[src/rtl/seg7_step_counter_if.sv]
// Board-side bundle of the step counter: switch inputs and display outputs.
// DIGITS must match the DIGITS parameter of the seg7_step_counter that uses it.
interface seg7_step_counter_if #(
   parameter int unsigned DIGITS = 4
);
   logic [0:2]          V_SW;   // [0] step, [1] direction (1 = down), [2] clear
   logic [0:7*DIGITS-1] HEX;    // active-low a..g per digit, digit 0 lowest field
   logic [4*DIGITS-1:0] COUNT;  // nibble i = digit i
   logic                WRAP;   // one-cycle rollover pulse

   // Board / stimulus side: drives the switches, watches the displays.
   modport master (
      output V_SW,
      input  HEX,
      input  COUNT,
      input  WRAP
   );

   // Counter side.
   modport slave (
      input  V_SW,
      output HEX,
      output COUNT,
      output WRAP
   );
endinterface

[src/rtl/seg7_step_counter.sv]
// Multi-digit step counter with seven-segment outputs.
// The bouncy step switch is synchronised, debounced and rising-edge detected;
// each accepted press moves the count one step up or down, in hex or BCD.
// Clear is synchronous and overrides a step landing in the same cycle.
module seg7_step_counter #(
   parameter int unsigned DIGITS          = 4,       // 1..8
   parameter int unsigned MODE_BCD        = 0,       // 1 = digits count 0..9
   parameter int unsigned DEBOUNCE_CYCLES = 500000,  // minimum 1
   parameter int unsigned BLANK_LZ        = 0        // 1 = blank leading zeros
) (
   input  logic               CLOCK_50,
   input  logic               RST,
   seg7_step_counter_if.slave bus
);

   // dbc only ever holds 0..DEBOUNCE_CYCLES-1.
   localparam int unsigned    DBC_W     = (DEBOUNCE_CYCLES < 2) ? 1 : $clog2(DEBOUNCE_CYCLES);
   localparam logic [DBC_W-1:0] DBC_LAST = DBC_W'(DEBOUNCE_CYCLES - 1);
   localparam logic [3:0]     DIGIT_MAX = (MODE_BCD != 0) ? 4'd9 : 4'd15;

   // Active-low a..g pattern; the leftmost literal bit is segment a.
   function automatic logic [0:6] seg_decode(input logic [3:0] v);
      logic [0:6] seg;
      case (v)
         4'h0:    seg = 7'b0000001;
         4'h1:    seg = 7'b1001111;
         4'h2:    seg = 7'b0010010;
         4'h3:    seg = 7'b0000110;
         4'h4:    seg = 7'b1001100;
         4'h5:    seg = 7'b0100100;
         4'h6:    seg = 7'b0100000;
         4'h7:    seg = 7'b0001111;
         4'h8:    seg = 7'b0000000;
         4'h9:    seg = 7'b0000100;
         4'hA:    seg = 7'b0001000;
         4'hB:    seg = 7'b1100000;
         4'hC:    seg = 7'b0110001;
         4'hD:    seg = 7'b1000010;
         4'hE:    seg = 7'b0110000;
         default: seg = 7'b0111000;
      endcase
      return seg;
   endfunction

   // Display image of a zero count, used as the HEX reset value.
   function automatic logic [0:7*DIGITS-1] hex_reset_value();
      logic [0:7*DIGITS-1] img;
      for (int i = 0; i < int'(DIGITS); i++) begin
         if ((BLANK_LZ != 0) && (i > 0)) img[7*i +: 7] = 7'b1111111;
         else                             img[7*i +: 7] = seg_decode(4'h0);
      end
      return img;
   endfunction

   localparam logic [0:7*DIGITS-1] HEX_RST = hex_reset_value();

   // ---------------------------------------------------------------------
   // Switch synchronisers
   // ---------------------------------------------------------------------
   logic [2:0] sw_raw;
   logic [2:0] sw_s1;
   logic [2:0] sw_s2;
   logic       step_s2;
   logic       dir_s2;
   logic       clr_s2;

   // Re-pack the ascending V_SW bus so bit n of sw_raw is switch n.
   assign sw_raw  = {bus.V_SW[2], bus.V_SW[1], bus.V_SW[0]};
   assign step_s2 = sw_s2[0];
   assign dir_s2  = sw_s2[1];
   assign clr_s2  = sw_s2[2];

   // Two-flop synchroniser for all three switches; only s2 is used downstream.
   always_ff @(posedge CLOCK_50) begin
      // NOTE: sequential state is written with <= so every flop samples pre-edge values.
      if (RST) begin
         sw_s1 <= '0;
         sw_s2 <= '0;
      end else begin
         sw_s1 <= sw_raw;
         sw_s2 <= sw_s1;
      end
   end

   // ---------------------------------------------------------------------
   // Debounce and rising-edge detect of the step switch
   // ---------------------------------------------------------------------
   logic             db;
   logic             db_prev;
   logic [DBC_W-1:0] dbc;
   logic             step;

   // Accept a new level only after it differs from db for DEBOUNCE_CYCLES
   // consecutive cycles; any return to db restarts the count.
   always_ff @(posedge CLOCK_50) begin
      if (RST) begin
         db      <= 1'b0;
         db_prev <= 1'b0;
         dbc     <= '0;
      end else begin
         db_prev <= db;
         if (step_s2 == db) begin
            dbc <= '0;
         end else if (dbc == DBC_LAST) begin
            db  <= step_s2;
            dbc <= '0;
         end else begin
            dbc <= dbc + 1'b1;
         end
      end
   end

   // One step per accepted rising level; falling edges are ignored.
   assign step = db & ~db_prev;

   // ---------------------------------------------------------------------
   // Digit chain: next count for a single step in the current direction
   // ---------------------------------------------------------------------
   logic [4*DIGITS-1:0] count_q;
   logic [4*DIGITS-1:0] count_step;
   logic                wrap_q;
   logic                wrap_step;

   // Ripple a carry (up) or borrow (down) from digit 0; whatever survives past
   // the top digit is the rollover.
   always_comb begin : step_calc
      logic       carry;
      logic [3:0] d;
      // NOTE: every variable gets a default before any branch, so no latch is inferred.
      count_step = count_q;
      carry      = 1'b1;
      d          = 4'h0;
      for (int i = 0; i < int'(DIGITS); i++) begin
         d = count_q[4*i +: 4];
         if (carry) begin
            if (!dir_s2) begin
               // Values above max (forced A..F in BCD) wrap like max.
               if (d >= DIGIT_MAX) begin
                  count_step[4*i +: 4] = 4'h0;
               end else begin
                  count_step[4*i +: 4] = d + 4'd1;
                  carry                = 1'b0;
               end
            end else begin
               if (d == 4'h0) begin
                  count_step[4*i +: 4] = DIGIT_MAX;
               end else begin
                  count_step[4*i +: 4] = d - 4'd1;
                  carry                = 1'b0;
               end
            end
         end
      end
      wrap_step = carry;
   end

   // Count register: reset, then clear, then step; WRAP only rides on a step.
   always_ff @(posedge CLOCK_50) begin
      if (RST) begin
         count_q <= '0;
         wrap_q  <= 1'b0;
      end else if (clr_s2) begin
         count_q <= '0;
         wrap_q  <= 1'b0;
      end else if (step) begin
         count_q <= count_step;
         wrap_q  <= wrap_step;
      end else begin
         wrap_q  <= 1'b0;
      end
   end

   // ---------------------------------------------------------------------
   // Seven-segment decode with optional leading-zero blanking
   // ---------------------------------------------------------------------
   logic [0:7*DIGITS-1] hex_nxt;
   logic [0:7*DIGITS-1] hex_q;

   // Walk from the top digit down, tracking whether everything so far is zero.
   always_comb begin : hex_calc
      logic upper_zero;
      hex_nxt    = '1;
      upper_zero = 1'b1;
      for (int i = int'(DIGITS) - 1; i >= 0; i--) begin
         upper_zero = upper_zero & (count_q[4*i +: 4] == 4'h0);
         if ((BLANK_LZ != 0) && (i > 0) && upper_zero) begin
            hex_nxt[7*i +: 7] = 7'b1111111;
         end else begin
            hex_nxt[7*i +: 7] = seg_decode(count_q[4*i +: 4]);
         end
      end
   end

   // Registered display, one cycle behind COUNT.
   always_ff @(posedge CLOCK_50) begin
      if (RST) hex_q <= HEX_RST;
      else     hex_q <= hex_nxt;
   end

   assign bus.COUNT = count_q;
   assign bus.WRAP  = wrap_q;
   assign bus.HEX   = hex_q;

endmodule
[src/flat_wrapper.sv]
// flat-port wrapper written by rule: the top's interface ports become plain ports
module seg7_step_counter_flat 
#(
   parameter int unsigned DIGITS          = 4,              
   parameter int unsigned MODE_BCD        = 0,                               
   parameter int unsigned DEBOUNCE_CYCLES = 500000,              
   parameter int unsigned BLANK_LZ        = 0                                  
)
  (CLOCK_50, RST, bus_V_SW, bus_HEX, bus_COUNT, bus_WRAP);
  seg7_step_counter_if #(.DIGITS(DIGITS)) bus_i ();
  input  logic CLOCK_50;
  input  logic RST;
  input wire logic [$bits(bus_i.V_SW)-1:0] bus_V_SW;
  output wire logic [$bits(bus_i.HEX)-1:0] bus_HEX;
  output wire logic [$bits(bus_i.COUNT)-1:0] bus_COUNT;
  output wire logic [$bits(bus_i.WRAP)-1:0] bus_WRAP;
  assign bus_i.V_SW = bus_V_SW;
  assign bus_HEX = bus_i.HEX;
  assign bus_COUNT = bus_i.COUNT;
  assign bus_WRAP = bus_i.WRAP;
  seg7_step_counter #(.DIGITS(DIGITS), .MODE_BCD(MODE_BCD), .DEBOUNCE_CYCLES(DEBOUNCE_CYCLES), .BLANK_LZ(BLANK_LZ)) u_core (.CLOCK_50(CLOCK_50), .RST(RST), .bus(bus_i));
endmodule
[config.mk]
export PLATFORM = sky130hd
export DESIGN_NAME = seg7_step_counter_flat
export DESIGN_NICKNAME = d
export VERILOG_FILES = /design/src/rtl/seg7_step_counter_if.sv /design/src/rtl/seg7_step_counter.sv /design/src/flat_wrapper.sv
export SDC_FILE = /design/constraint.sdc
export NUM_CORES = 1
export LEC_CHECK = 0
export CORE_MARGIN = 10
export CORE_UTILIZATION = 50
export CTS_CLUSTER_DIAMETER = 150
export DETAILED_ROUTE_END_ITERATION = 8
export GPL_ROUTABILITY_DRIVEN = 0
export PLACE_DENSITY = 0.76
export SLEW_MARGIN = 20
export SYNTH_ARGS = -nofsm -noshare
export SYNTH_HDL_FRONTEND = slang
export SYNTH_SLANG_ARGS = --single-unit
[constraint.sdc]
create_clock -name CLOCK_50 -period 1.85 [get_ports CLOCK_50]
set_input_delay 0.37 -clock CLOCK_50 [delete_from_list [all_inputs] [get_ports CLOCK_50]]
set_output_delay 0.37 -clock CLOCK_50 [all_outputs]
set_load 0.02 [all_outputs]
Yosys cells after proc, flatten, opt, wreduce, memory -nomap -nowiden
Memory sizes are Yosys's and may differ from the RTL's. A register that Yosys moved wholly into a read port is not among the register bits.
Index checks and enable logic that the tools add are counted.
Word-level totals
  register bits: 44
  memory bits (read-only): 448
  output and inout port bits: 45
  memories: 4
Operators by class
  add/sub/neg operators: 9
  $lt $le $gt $ge: 4
  equal/unequal tests: 2
  mux-type cells: 26
  bitwise gates (word level): 5
  reduce and logical (&&, ||, !) cells: 11
Memory list
  (name not given): depth 16, width 7, rd ports 1, clocked after Yosys merged registers in 1, write ports 0, RTL line seg7_step_counter.sv:24  | case (v)
  (name not given): depth 16, width 7, rd ports 1, clocked after Yosys merged registers in 1, write ports 0, RTL line seg7_step_counter.sv:24
  (name not given): depth 16, width 7, rd ports 1, clocked after Yosys merged registers in 1, write ports 0, RTL line seg7_step_counter.sv:24
  (name not given): depth 16, width 7, rd ports 1, clocked after Yosys merged registers in 1, write ports 0, RTL line seg7_step_counter.sv:24
Operators by type and width (number)
  $mux W4: 12
  $add A19 B1 Y19 const B: 1
  $eq A19 B19 Y1 const B: 1
  $add A4 B1 Y4 const B: 4
  $ge A4 B4 Y1 const B: 4
  $logic_not A4 Y1: 4
  $sub A4 B1 Y4 const B: 4
  $mux W1: 14
  $reduce_and A2 Y1: 4
  $not A1 Y1: 4
  $reduce_or A4 Y1: 1
  $reduce_or A3 Y1: 1
  $reduce_or A2 Y1: 1
  $and A1 B1 Y1: 1
  $eq A1 B1 Y1: 1

Logic depth before layout (Yosys ltp)
Gate-level depths: netlist of run 1.
  depth after elaboration: 7
  mapped depth: 7

Worst setup path after synthesis of run 1
No wires, ideal clock.
  kind: register to register
  start point: register u_core.count_q[0], in the netlist u_core.bus.COUNT[0]
  end point: register u_core.count_q[14], in the netlist u_core.bus.COUNT[14]
  library setup time: 0.119 ns
  arrival: 2.062 ns
  required time: 1.731 ns
  path slack: -0.331 ns
  cell stages (with the launch flop): 8
  path buffers: 1
  clock period less this slack: 2.181 ns
  cells stage by stage: dfxtp_1 > clkbuf_1 > inv_1 > ha_1 > and4bb_2 > o21ai_1 > a2111oi_0 > o221a_2
On the way
  longest elaborated chain between the ends: 6
Ends and longest elaborated chain
  from (decl): RTL line seg7_step_counter.sv:119  | logic [4*DIGITS-1:0] count_q;
  from (signal assigned): RTL line seg7_step_counter.sv:166  | count_q <= count_step;
  $ge A4 B4 Y1 / $logic_not A4 Y1 (equally long branches): RTL line seg7_step_counter.sv:138, seg7_step_counter.sv:145
  $mux W1 (on tied branches): RTL line seg7_step_counter.sv:138, seg7_step_counter.sv:145
  $mux W1 *: RTL line seg7_step_counter.sv:136  | if (!dir_s2) begin
  $mux W1 * (2 in series): RTL line seg7_step_counter.sv:135  | if (carry) begin
  $reduce_and A2 Y1 (no source line) *
Every way passes the cells marked *; elsewhere a longest branch is shown, timed or not.
A chain may end at the register's enable or synchronous reset.

Final worst setup path of run 1
  start point: register u_core.count_q[6], in the netlist u_core.bus.COUNT[6]
  end point: output bus_COUNT[6]
RTL lines
  to (decl): RTL line flat_wrapper.sv:15  | output wire logic [$bits(bus_i.COUNT)-1:0] bus_COUNT;
No word-level cell between the ends.

==> results of run 1 <==
[area by class of cell]
| cell class | count | area share [%] |
|---|---|---|
| timing repair buffer | 91 | 16.1 |
| tap | 102 | 2.53 |
| inverter | 24 | 1.79 |
| sequential | 72 | 28.8 |
| clock buffer | 9 | 2.46 |
| multi-input combinational | 344 | 47.2 |
| clock inverter | 7 | 1.22 |
[logic make-up (layout without fill, tap and decap cells)]
family	count (synthesis)	count (layout)	synth area share [%]
compound gates	130	130	22.3
xor+xnor	16	16	3.50
fa+ha+maj	25	25	7.81
buf+inv	56	131	5.87
flops	72	72	36.0
mux	5	5	1.62
simple gates	168	168	22.9
[per-layer routing]
layer / GRT usage, % / up-vias / part of all wire, %
met2: 26.2 / 124 / 48
met5: 0 / - / 0
met3: 3.28 / 23 / 7.3
met4: 7.62 / 0 / 2.1
met1: 20.5 / 1710 / 42
li1: - / 1836 / -
[stage by stage]
step	TNS, ps	total power, W
after detailed placement	0	0.00169
after global placement	0	0.00169
after global routing	-4.09	0.00294
after CTS	0	0.00286
final	0	0.00284
after floorplan	0	0.00166
[cells in the final DEF, fill, tap and decap left out, drive strengths merged, types with 4 or more instances in the layout]
| cell type | count |
|---|---|
| clkbuf | 9 |
| xor2 | 6 |
| a311oi | 8 |
| a2bb2oi | 4 |
| nand2b | 17 |
| clkdlybuf4s50 | 38 |
| ha | 25 |
| inv | 29 |
| o31ai | 6 |
| dlygate4sd2 | 9 |
| a21oi | 28 |
| nand3 | 9 |
| o21ai | 30 |
| nor3 | 8 |
| buf | 42 |
| a211oi | 14 |
| or4 | 5 |
| or3 | 4 |
| xnor2 | 10 |
| nor2b | 15 |
| a221oi | 4 |
| dfxtp | 72 |
| nand2 | 32 |
| nor2 | 48 |
| a31oi | 5 |
| o22ai | 4 |
[where the power goes]
group / total [W] / internal (W) / switching (W) / leakage [nW]
clock: 0.00118 / 0.000515 / 0.000664 / 0.0892
combinational: 0.000101 / 0.0000474 / 0.0000541 / 1.22
sequential: 0.00156 / 0.00155 / 0.00000506 / 0.585
total: 0.00284 / 0.00212 / 0.000723 / 1.90
[how the worst max path moves through the flow]
stage / from / endpoint / slack [ps] / cells after the start
global route: u_core.bus.COUNT[4] / u_core.bus.COUNT[10] / -4 / 6
CTS: u_core.bus.COUNT[2] / bus_COUNT[2] / 5 / 1
floorplan: u_core.bus.COUNT[0] / u_core.bus.COUNT[10] / 1 / 7
finish: u_core.bus.COUNT[6] / bus_COUNT[6] / 40 / 1
detailed placement: u_core.bus.COUNT[4] / u_core.bus.COUNT[14] / 20 / 6
global placement: RST / u_core.bus.WRAP / 140 / 4
[repair_timing]
| item | in CTS | in global routing |
|---|---|---|
| buffers inserted | 0 | 1 |
| gates resized for setup | 10 | 10 |
| setup endpoints to repair | 10 | 9 |
[registers in the layout, summed over array words and instances, names as in the netlist]
name / cells
u_core.sw_s2: 3
u_core.sw_s1: 3
u_core.bus.WRAP: 1
u_core.db: 1
u_core.dbc: 19
u_core.db_prev: 1
u_core.bus.HEX: 28
u_core.bus.COUNT: 16
==> results.md, run 1 <==
- Clock slew at reported path FFs: 90 ps
- CTS tree: yes
- Synth warnings: 0
- Worst path max stage delay: 660 ps
- Asr flop ratio synth: 0%
- Post-DR wirelength/cell: 14.8 um
- # nets final: 572
- # port buffers: 49
- Max Cap Viol: 0
- Final core utilization: 64.9%
- Area of the multi-input gates: 2380 sq um
- Pwr per Cell Area: 563 nW/um^2
- #FFs+latches synth: 72
- Maximum vdd drop: 302 uV
- Die width: 110 um
- Die area: 12,000 sq um
- First-pass GRT wire length: 16,100 um
- Layout cells sized above 1: 16.6%
- Post-synthesis cell count: 472
- Fill cells: 655
- H-Tree Depth: 3
- Worst path arrival time: 1440 ps
- Register area: 1450 sq um
- Syn_nets: 502
- Minimum clock period: 1810 ps
- Root buffer cell: clkbuf_8
- Yosys top cell by area: dfxtp_1
- FF-to-FF path depth: 6
- Hold path cells: 1
- Num ports: 50
- Synth top cells by count: dfxtp_1 (72), nor2_1 (48), nand2_1 (32), o21ai_0 (29), a21oi_1 (28)
- Placed instance count: 632
- Initial core utilization: 51.6%
- Leakage: 1.90 nW
- Vias/cell: 5.69
- Final setup viols: 0
- Tightest Hold Check Type: reg -> reg
- Final Cell Area: 5040 sq um
- Clock Skew: 10.7 ps
- Synth top area share: 36.0%
- Top-count cell post-synth: dfxtp_1
- Crit Path Category: reg -> out
- Worst slew pin tran: 384 ps
- Clock Path Buffers: 2
- Final Hold Fails: 0
- CP max stage cell: clkdlybuf4s50_1
- Reg2reg end: u_core.bus.COUNT[10]
- Worst hold slack: 444 ps
- Worst EP required: 1480 ps
- Netlist Area Pre-Place: 4010 sq um
- Critical hold path startpoint: u_core.sw_s1[0]
- Maximum clock rate: 552 MHz
- Rel. slew slack: 74.3%
- Pre-CTS WS: 17.3 ps
- Cts hold-fix bufs: 0
- Top area cells in the synthesized netlist: dfxtp_1 (36%), ha_1 (7.8%), nor2_1 (4.5%)
- Synth-to-Final Area Change: 25.9%
- Worst Path Max Fanout: 5
- Via Count: 3,693
- Setup ws final: 37.6 ps
- Vias in the first global route: 3,441
- Number of synthesized flops with an enable pin: 0
- Final period util: 98.0%
- Final ANT Viol Nets: 0
- Detailed placement HPWL: 7050 um
- Worst-path cell chain: clkdlybuf4s50_1
- First-pass DRT Iterations: 5
- # diodes: 0
- Fin. max-slew vios: 0
- Initial drt markers: 193
- Reg2reg setup slack: 90 ps
- Bufs and invs on worst path: 1
- Core area: 7770 sq um
- Clock sinks: 72
- Initial antenna violation count: 0
- Number of CTS-inserted buffers: 9
- Worst Setup End Kind: output port
- Clk Latency, worst-skew pair: 350 ps
- CP startpoint kind: flop
- Placed inst area: 4830 sq um
- Core Rows: 32
- Yosys cell types: 65
- Status: finished, final reports clean
- Largest net degree at the start of global routing: 23
- Final wirelength: 9600 um
- Cell family with most CP delay: buffers and inverters
- Final routed DRC violation total: 0
- GRT Overall Usage: 16.3%
- Non-Filler Instances: 649
- Die extent in y: 110 um
- Seq/Total Area, Yosys: 36.0%
- RR Startpoint: u_core.bus.COUNT[4]
- Top_reg_cell synth: dfxtp_1
- Gr ovfl total: 0
- Hold Path End: u_core.sw_s2[0]
- Syn Area/Cell: 8.49 sq um
(Power assumes the default switching activity.)
==> run 2: changes to the inputs <==
Settings changed: CAP_MARGIN from default to 10.
==> results of run 2 <==
The final DEF is identical to that of run 1; final timing and power are the same.
